===== src/rtl/sdram_frame_ctrl_pkg.sv =====
// rtl/sdram_frame_ctrl_pkg.sv - shared state encoding and constants for the SDRAM frame scheduler
package sdram_frame_ctrl_pkg;

    typedef enum logic [1:0] {
        IDLE   = 2'd0,
        WR_REQ = 2'd1,
        RD_REQ = 2'd2
    } state_t;

    typedef enum logic {
        GRANT_READ  = 1'b0,
        GRANT_WRITE = 1'b1
    } grant_t;

    localparam int BUF_BIT = 22;
    localparam int ROW_LSB = 9;
    localparam int ROW_W   = 13;

    localparam int DEF_BURST_LEN      = 512;
    localparam int DEF_ROWS_PER_FRAME = 128;
    localparam int DEF_FIFO_DEPTH     = 1024;
    localparam int DEF_ADDR_W         = 24;

endpackage


===== src/rtl/sdram_frame_ctrl_if.sv =====
// rtl/sdram_frame_ctrl_if.sv - burst request/ack bus between the frame scheduler and sdram_top
interface sdram_frame_ctrl_if #(
    parameter int ADDR_W = 24
) ();

    logic              wr_sdram_req;
    logic              wr_sdram_ack;
    logic [ADDR_W-1:0] wr_sdram_add;
    logic              rd_sdram_req;
    logic              rd_sdram_ack;
    logic [ADDR_W-1:0] rd_sdram_add;

    modport master (
        output wr_sdram_req,
        output wr_sdram_add,
        input  wr_sdram_ack,
        output rd_sdram_req,
        output rd_sdram_add,
        input  rd_sdram_ack
    );

    modport slave (
        input  wr_sdram_req,
        input  wr_sdram_add,
        output wr_sdram_ack,
        input  rd_sdram_req,
        input  rd_sdram_add,
        output rd_sdram_ack
    );

endinterface


===== src/rtl/sdram_frame_ctrl_sync_edge_det.sv =====
// rtl/sdram_frame_ctrl_sync_edge_det.sv - two-flop synchronizer with falling-edge pulse
module sdram_frame_ctrl_sync_edge_det (
    input  logic clk,
    input  logic rst_n,
    input  logic din,
    output logic fall_pulse
);

    logic sync_q1;
    logic sync_q2;
    logic prev_q;

    // Metastability filter followed by one history flop for edge detection
    always_ff @(posedge clk or negedge rst_n) begin
        if (!rst_n) begin
            sync_q1 <= 1'b0;
            sync_q2 <= 1'b0;
            prev_q  <= 1'b0;
        end else begin
            sync_q1 <= din;
            sync_q2 <= sync_q1;
            prev_q  <= sync_q2;
        end
    end

    assign fall_pulse = prev_q & ~sync_q2;

endmodule


===== src/rtl/sdram_frame_ctrl.sv =====
// rtl/sdram_frame_ctrl.sv - ping-pong frame store scheduler issuing row bursts to sdram_top
module sdram_frame_ctrl
    import sdram_frame_ctrl_pkg::*;
#(
    parameter int BURST_LEN      = DEF_BURST_LEN,
    parameter int ROWS_PER_FRAME = DEF_ROWS_PER_FRAME,   // at most 8192
    parameter int FIFO_DEPTH     = DEF_FIFO_DEPTH,
    parameter int ADDR_W         = DEF_ADDR_W
) (
    input  logic                clk,
    input  logic                rst_n,
    input  logic [10:0]         wr_fifo_used,
    input  logic [10:0]         rd_fifo_used,
    input  logic                vsync_i,
    sdram_frame_ctrl_if.master  sdram,
    output logic                frame_valid_o,
    output logic                wr_buf_o,
    output logic                rd_buf_o,
    output logic [15:0]         frame_cnt_o,
    output logic                drop_o
);

    localparam logic [10:0]      WR_THRESH   = 11'(BURST_LEN);
    localparam logic [10:0]      RD_THRESH   = 11'(FIFO_DEPTH - BURST_LEN);
    localparam logic [ROW_W-1:0] WR_ROW_LAST = ROW_W'(ROWS_PER_FRAME - 1);
    localparam logic [ROW_W:0]   RD_ROW_END  = (ROW_W+1)'(ROWS_PER_FRAME);

    state_t           state;
    state_t           state_nxt;
    grant_t           last_grant;
    logic [ROW_W-1:0] wr_row;
    logic [ROW_W:0]   rd_row;          // one extra bit so "all rows read" is representable
    logic             done_buf;
    logic             restart_pend;
    logic             drop_armed;      // last completion kept the buffer the reader ignored

    logic vsync_fall;
    logic wr_elig;
    logic rd_elig;
    logic grant_wr;
    logic grant_rd;
    logic do_restart;
    logic wr_done;
    logic rd_done;
    logic frame_done;
    logic keep_buf;

    function automatic logic [ADDR_W-1:0] burst_addr(input logic buf_sel, input logic [ROW_W-1:0] row);
        burst_addr                    = '0;
        burst_addr[BUF_BIT]           = buf_sel;
        burst_addr[ROW_LSB +: ROW_W]  = row;
    endfunction

    sdram_frame_ctrl_sync_edge_det u_vsync_det (
        .clk        (clk),
        .rst_n      (rst_n),
        .din        (vsync_i),
        .fall_pulse (vsync_fall)
    );

    assign wr_elig    = (wr_fifo_used >= WR_THRESH);
    assign rd_elig    = frame_valid_o && !restart_pend && (rd_row < RD_ROW_END) &&
                        (rd_fifo_used <= RD_THRESH);
    assign wr_done    = (state == WR_REQ) && sdram.wr_sdram_ack;
    assign rd_done    = (state == RD_REQ) && sdram.rd_sdram_ack;
    assign frame_done = wr_done && (wr_row == WR_ROW_LAST);
    // The other buffer is still owned by the reader, so the writer must reuse its own
    assign keep_buf   = frame_valid_o && ((~wr_buf_o) == rd_buf_o);

    // FSM state register
    always_ff @(posedge clk or negedge rst_n) begin
        if (!rst_n) begin
            state <= IDLE;
        end else begin
            state <= state_nxt;
        end
    end

    // Next state and grant arbitration; a pending restart takes a whole IDLE cycle
    always_comb begin
        state_nxt  = state;
        grant_wr   = 1'b0;
        grant_rd   = 1'b0;
        do_restart = 1'b0;
        case (state)
            IDLE: begin
                if (restart_pend) begin
                    do_restart = 1'b1;
                end else if (wr_elig && rd_elig) begin
                    if (last_grant == GRANT_READ) begin
                        grant_wr = 1'b1;
                    end else begin
                        grant_rd = 1'b1;
                    end
                end else if (wr_elig) begin
                    grant_wr = 1'b1;
                end else if (rd_elig) begin
                    grant_rd = 1'b1;
                end
                if (grant_wr) begin
                    state_nxt = WR_REQ;
                end else if (grant_rd) begin
                    state_nxt = RD_REQ;
                end
            end
            WR_REQ: begin
                if (sdram.wr_sdram_ack) begin
                    state_nxt = IDLE;
                end
            end
            RD_REQ: begin
                if (sdram.rd_sdram_ack) begin
                    state_nxt = IDLE;
                end
            end
            default: state_nxt = IDLE;
        endcase
    end

    // Requests, row counters, buffer ownership and frame bookkeeping
    always_ff @(posedge clk or negedge rst_n) begin
        if (!rst_n) begin
            sdram.wr_sdram_req <= 1'b0;
            sdram.wr_sdram_add <= '0;
            sdram.rd_sdram_req <= 1'b0;
            sdram.rd_sdram_add <= '0;
            frame_valid_o      <= 1'b0;
            wr_buf_o           <= 1'b0;
            rd_buf_o           <= 1'b0;
            frame_cnt_o        <= '0;
            drop_o             <= 1'b0;
            last_grant         <= GRANT_READ;
            wr_row             <= '0;
            rd_row             <= '0;
            done_buf           <= 1'b0;
            restart_pend       <= 1'b0;
            drop_armed         <= 1'b0;
        end else begin
            drop_o <= 1'b0;

            if (grant_wr) begin
                sdram.wr_sdram_req <= 1'b1;
                sdram.wr_sdram_add <= burst_addr(wr_buf_o, wr_row);
                last_grant         <= GRANT_WRITE;
            end
            if (grant_rd) begin
                sdram.rd_sdram_req <= 1'b1;
                sdram.rd_sdram_add <= burst_addr(rd_buf_o, rd_row[ROW_W-1:0]);
                last_grant         <= GRANT_READ;
            end

            if (wr_done) begin
                sdram.wr_sdram_req <= 1'b0;
                if (frame_done) begin
                    wr_row        <= '0;
                    done_buf      <= wr_buf_o;
                    frame_valid_o <= 1'b1;
                    frame_cnt_o   <= frame_cnt_o + 16'd1;
                    if (keep_buf) begin
                        drop_o     <= drop_armed;
                        drop_armed <= 1'b1;
                    end else begin
                        wr_buf_o   <= ~wr_buf_o;
                        drop_armed <= 1'b0;
                    end
                end else begin
                    wr_row <= wr_row + ROW_W'(1);
                end
            end

            if (rd_done) begin
                sdram.rd_sdram_req <= 1'b0;
                rd_row             <= rd_row + (ROW_W+1)'(1);
            end

            if (do_restart) begin
                rd_row       <= '0;
                rd_buf_o     <= done_buf;
                restart_pend <= 1'b0;
                drop_armed   <= 1'b0;
            end
            // Placed after the restart clear so an edge in the same cycle is not lost
            if (vsync_fall) begin
                restart_pend <= 1'b1;
            end
        end
    end

endmodule


===== src/flat_wrapper.sv =====
// flat-port wrapper written by rule: the top's interface ports become plain ports
module sdram_frame_ctrl_flat import sdram_frame_ctrl_pkg::*;
#(
    parameter int BURST_LEN      = DEF_BURST_LEN,
    parameter int ROWS_PER_FRAME = DEF_ROWS_PER_FRAME,                  
    parameter int FIFO_DEPTH     = DEF_FIFO_DEPTH,
    parameter int ADDR_W         = DEF_ADDR_W
)
  (clk, rst_n, wr_fifo_used, rd_fifo_used, vsync_i, frame_valid_o, wr_buf_o, rd_buf_o, frame_cnt_o, drop_o, sdram_wr_sdram_req, sdram_wr_sdram_add, sdram_wr_sdram_ack, sdram_rd_sdram_req, sdram_rd_sdram_add, sdram_rd_sdram_ack);
  sdram_frame_ctrl_if #(.ADDR_W(ADDR_W)) sdram_i ();
  input  logic clk;
  input  logic rst_n;
  input  logic [10:0] wr_fifo_used;
  input  logic [10:0] rd_fifo_used;
  input  logic vsync_i;
  output logic frame_valid_o;
  output logic wr_buf_o;
  output logic rd_buf_o;
  output logic [15:0] frame_cnt_o;
  output logic drop_o;
  output wire logic [$bits(sdram_i.wr_sdram_req)-1:0] sdram_wr_sdram_req;
  output wire logic [$bits(sdram_i.wr_sdram_add)-1:0] sdram_wr_sdram_add;
  input wire logic [$bits(sdram_i.wr_sdram_ack)-1:0] sdram_wr_sdram_ack;
  output wire logic [$bits(sdram_i.rd_sdram_req)-1:0] sdram_rd_sdram_req;
  output wire logic [$bits(sdram_i.rd_sdram_add)-1:0] sdram_rd_sdram_add;
  input wire logic [$bits(sdram_i.rd_sdram_ack)-1:0] sdram_rd_sdram_ack;
  assign sdram_wr_sdram_req = sdram_i.wr_sdram_req;
  assign sdram_wr_sdram_add = sdram_i.wr_sdram_add;
  assign sdram_i.wr_sdram_ack = sdram_wr_sdram_ack;
  assign sdram_rd_sdram_req = sdram_i.rd_sdram_req;
  assign sdram_rd_sdram_add = sdram_i.rd_sdram_add;
  assign sdram_i.rd_sdram_ack = sdram_rd_sdram_ack;
  sdram_frame_ctrl #(.BURST_LEN(BURST_LEN), .ROWS_PER_FRAME(ROWS_PER_FRAME), .FIFO_DEPTH(FIFO_DEPTH), .ADDR_W(ADDR_W)) u_core (.clk(clk), .rst_n(rst_n), .wr_fifo_used(wr_fifo_used), .rd_fifo_used(rd_fifo_used), .vsync_i(vsync_i), .sdram(sdram_i), .frame_valid_o(frame_valid_o), .wr_buf_o(wr_buf_o), .rd_buf_o(rd_buf_o), .frame_cnt_o(frame_cnt_o), .drop_o(drop_o));
endmodule

===== config.mk =====
export PLATFORM = sky130hd
export DESIGN_NAME = sdram_frame_ctrl_flat
export DESIGN_NICKNAME = d
export VERILOG_FILES = /design/src/rtl/sdram_frame_ctrl_pkg.sv /design/src/rtl/sdram_frame_ctrl_if.sv /design/src/rtl/sdram_frame_ctrl_sync_edge_det.sv /design/src/rtl/sdram_frame_ctrl.sv /design/src/flat_wrapper.sv
export SDC_FILE = /design/constraint.sdc
export NUM_CORES = 1
export LEC_CHECK = 0
export BUFFER_PORTS_ARGS = -buffer_cell sky130_fd_sc_hd__buf_2
export CAP_MARGIN = 0
export CORE_ASPECT_RATIO = 1.4
export CORE_UTILIZATION = 28
export CTS_CLUSTER_SIZE = 24
export DETAILED_ROUTE_END_ITERATION = 8
export GPL_TIMING_DRIVEN = 0
export SYNTH_ARGS = -nofsm -noshare
export SYNTH_HDL_FRONTEND = slang
export SYNTH_SLANG_ARGS = --single-unit

===== constraint.sdc =====
create_clock -name clk -period 4.55 [get_ports clk]
set_input_delay 0.2275 -clock clk [delete_from_list [all_inputs] [get_ports clk]]
set_output_delay 0.2275 -clock clk [all_outputs]
set_load 0.02 [all_outputs]

==> impl_metrics.tcl <==
set metrics [dict create \
    clockBufferDepth 2 \
    gp_congestion 0.774 \
    hold_ws_ns 0.123 \
    synth_warnings 0 \
    cts_htree_levels 3 \
    critPathArrivalTime_ns 2.59 \
    cts-resized-gates 0 \
    area_growth_pct 24.1 \
    first_iter_violations 67 \
    p_leak_nw 2.55 \
    synth_edf_count 0 \
    rows 50 \
    final.min_clock_period_ns 2.37 \
    wl_per_cell_um 13.0 \
    first_pass_iters 4 \
    crit_required_ns 4.76 \
    grt_pass1_wl_um 13200 \
    wirelength_um 8120 \
    overflow 0 \
    peakVddDrop_v 0.000163 \
    synth_top_cell_area_share_pct 54.8 \
    p_comb_share_pct 15.3 \
    drtAntennaViolNets 0 \
    swShare_pct 27.6 \
    worst_path_max_delay_cell "or4b_2" \
    ys_types 46 \
    setup-tns-final_ns 0 \
    drv_cap 0 \
    core_um2 13500 \
    netlist_area_um2 3930 \
    clkSlewWorstSetupHoldPaths_ns 0.06 \
    hold_viol 0 \
    period_share_pct 52.2 \
    regToRegSetupSlack_ns 2.18 \
    hold_class "primary input to register" \
    ys.flop_type "dfrtp_1" \
    power_density_nw_per_um2 370 \
    grt_max_degree 55 \
    grt_use_total_pct 11.8 \
    antenna_cells 0 \
    grt_pass1_vias 2680 \
    cp-end-kind "register" \
    io_buffer_count 67 \
    drive_gt1_share_pct 33.3 \
    nets 466 \
    antenna_found_initial 0 \
    cts_tree "done" \
    cp_max_fo 10 \
    crit_chain "or4b_2 -> nor4_2 -> o2111a_1 -> buf_4 -> buf_6 -> mux2_1" \
    die-area_um2 14500 \
    clock-skew-final_ns 0.00708 \
    die_w_um 102 \
    ios 97 \
    critPathKind "register to register" \
    p_clk_share_pct 36.8 \
    p_switching_mw 0.497 \
    outcome "completed" \
    ys_seq_area_share_pct 54.8 \
    cts-buffers-inserted 9 \
    start_util_pct 29.0 \
    tightest_slew_ns 0.855 \
    vias 2794 \
    drcViolationCount 0 \
    yosysMostFrequentCell "dfrtp_1" \
    synthTopCellsByArea "dfrtp_1 55%, mux2_2 7.2%, xor2_1 5.1%, buf_4 4.2%, xnor2_1 2.7%" \
    vias_per_cell 4.48 \
    chipHeight_um 142 \
    total_power_mw 1.80 \
    synthCells 336 \
    relSlewSlack_pct 42.9 \
    drv_slew 0 \
    rsz0062_at_grt "no" \
    yosys_register_bits 86 \
    intPower_mw 1.30 \
    seq_area_um2 2150 \
    multi_input_area_um2 1590 \
    setup_viol_count_final 0 \
    synth_common_cells "86 x dfrtp_1, 25 x mux2_2, 23 x xor2_1" \
    hpwlAfterDp_um 5950 \
    clock_sinks 86 \
    synth-async-reset-ratio_pct 100 \
    cp_top_family "simple AND/OR/NAND/NOR gates" \
    postSynthAreaPerCell_um2 11.7 \
    clockRootBuffer "clkbuf_16" \
    synth.largest_area_cell "dfrtp_1" \
    clkLatencyLatePin_ns 0.34 \
    max_stage_delay_ns 0.70 \
    path_buf_inv 2 \
    p_seq_share_pct 47.9 \
    fmax_mhz 421 \
    fill_cells 1366 \
    critPathLaunchType "register" \
]
==> cells by family after synthesis <==
kind of cell	synth area share (%)
muxes	7.97
other	0.0955
and+or+nand+nor	18.4
AOI/OAI and AO/OA	3.38
xor gates and xnor gates	7.81
DFF	54.8
adders and majority gates	0.956
buffers and inverters	6.57
==> worst paths after layout <==
path,end,startpoint,depth (start not counted)
min reg2reg,u_core.u_vsync_det.sync_q2$_DFF_PN0_,u_core.u_vsync_det.sync_q1$_DFF_PN0_,0
max in group asynchronous,u_core.u_vsync_det.prev_q$_DFF_PN0_,rst_n,3
max reg2reg,u_core.sdram.rd_sdram_add[22]$_DFFE_PN0P_,u_core.restart_pend$_DFFE_PN0P_,6
max,u_core.sdram.rd_sdram_add[22]$_DFFE_PN0P_,u_core.restart_pend$_DFFE_PN0P_,6
min in group asynchronous,u_core.frame_cnt_o[7]$_DFFE_PN0P_,rst_n,2
min,u_core.state[0]$_DFFE_PN0P_,sdram_wr_sdram_ack,2
==> placed cells by master, fill, tap and decap left out, types with 2 or more instances in the layout <==
cell	Yosys	routed
or3_1	5	5
conb_1	1	20
a21oi_1	5	5
xor2_1	23	23
a21o_1	2	2
mux2i_1	2	2
nand3_1	12	12
or2_2	4	4
ha_1	3	3
nor3b_1	2	2
buf_1	2	2
nor3_1	14	14
o21ai_0	8	8
and4_1	3	3
and2_1	2	2
nor2b_1	6	6
dfrtp_1	86	86
buf_2	5	71
buf_6	3	3
nand3b_1	2	2
nor2_1	20	20
clkbuf_1	2	6
or4_1	3	3
nor4_4	2	2
buf_4	22	23
mux2_2	25	25
nand4_1	15	15
nand4b_1	2	2
clkbuf_16	0	9
and3_1	5	5
inv_1	5	5
xnor2_1	12	12
dlygate4sd3_1	0	2
nand2_1	19	19
==> power groups by stage <==
| stage | combinational (mW) | sequential (mW) | clock, mW |
|---|---|---|---|
| floorplan | 0.155 | 0.901 | 0 |
| global placement | 0.275 | 0.876 | 0 |
| detailed placement | 0.283 | 0.878 | 0 |
| CTS | 0.285 | 0.863 | 0.681 |
| global route | 0.305 | 0.871 | 0.717 |
| finish | 0.276 | 0.862 | 0.663 |
==> layout make-up <==
| class | count | area share, % |
|---|---|---|
| Sequential cell | 86 | 44.2 |
| Multi-Input combinational cell | 230 | 32.6 |
| Timing Repair Buffer | 70 | 7.91 |
| Clock buffer | 13 | 4.93 |
| Buffer | 34 | 4.91 |
| Tap cell | 182 | 4.68 |
| Clock inverter | 3 | 0.437 |
| Inverter | 5 | 0.385 |
==> worst reg2reg max path, stage by stage (launching register included) <==
cell and delay (ns):
dfrtp_1 0.40, or4b_2 0.70, nor4_2 0.23, o2111a_1 0.25, buf_4 0.17, buf_6 0.16, mux2_1 0.33
==> per-stage QoR <==
stage / setup slack [ns] / area (um^2) / instances / util [%]
after floorplan: 2.37 / 4000 / 355 / -
after global placement: 2.19 / 4560 / 604 / 33.7
final: 2.18 / 4870 / 623 / 36.0
after detailed placement: 2.17 / 4590 / 605 / 34.0
after CTS: 2.18 / 4870 / 623 / 36.0
after global routing: 2.06 / 4870 / 623 / 36.0
==> repair_timing <==
item,4_1_cts,5_1_grt
hold endpoints to repair,33,0
buffers inserted,0,0
hold buffers,2,0
setup endpoints to repair,0,0
==> routing by layer <==
metal	share of wire (%)	track usage (%)	wire, um	vias up
met4	1.4	4.74	115	0
met3	4.5	2.75	365	12
li1	-	-	-	1330
met2	51	19.9	4170	69
met5	0	0	0	-
met1	43	14.2	3470	1383
==> registers in the layout, summed over array words and instances, names as in the netlist, 2 cells and up <==
| signal | count |
|---|---|
| u_core.state | 2 |
| u_core.sdram.rd_sdram_add | 14 |
| u_core.wr_row | 13 |
| u_core.frame_cnt_o | 16 |
| u_core.rd_row | 14 |
| u_core.sdram.wr_sdram_add | 14 |
Power figures use the tool's default switching activity.
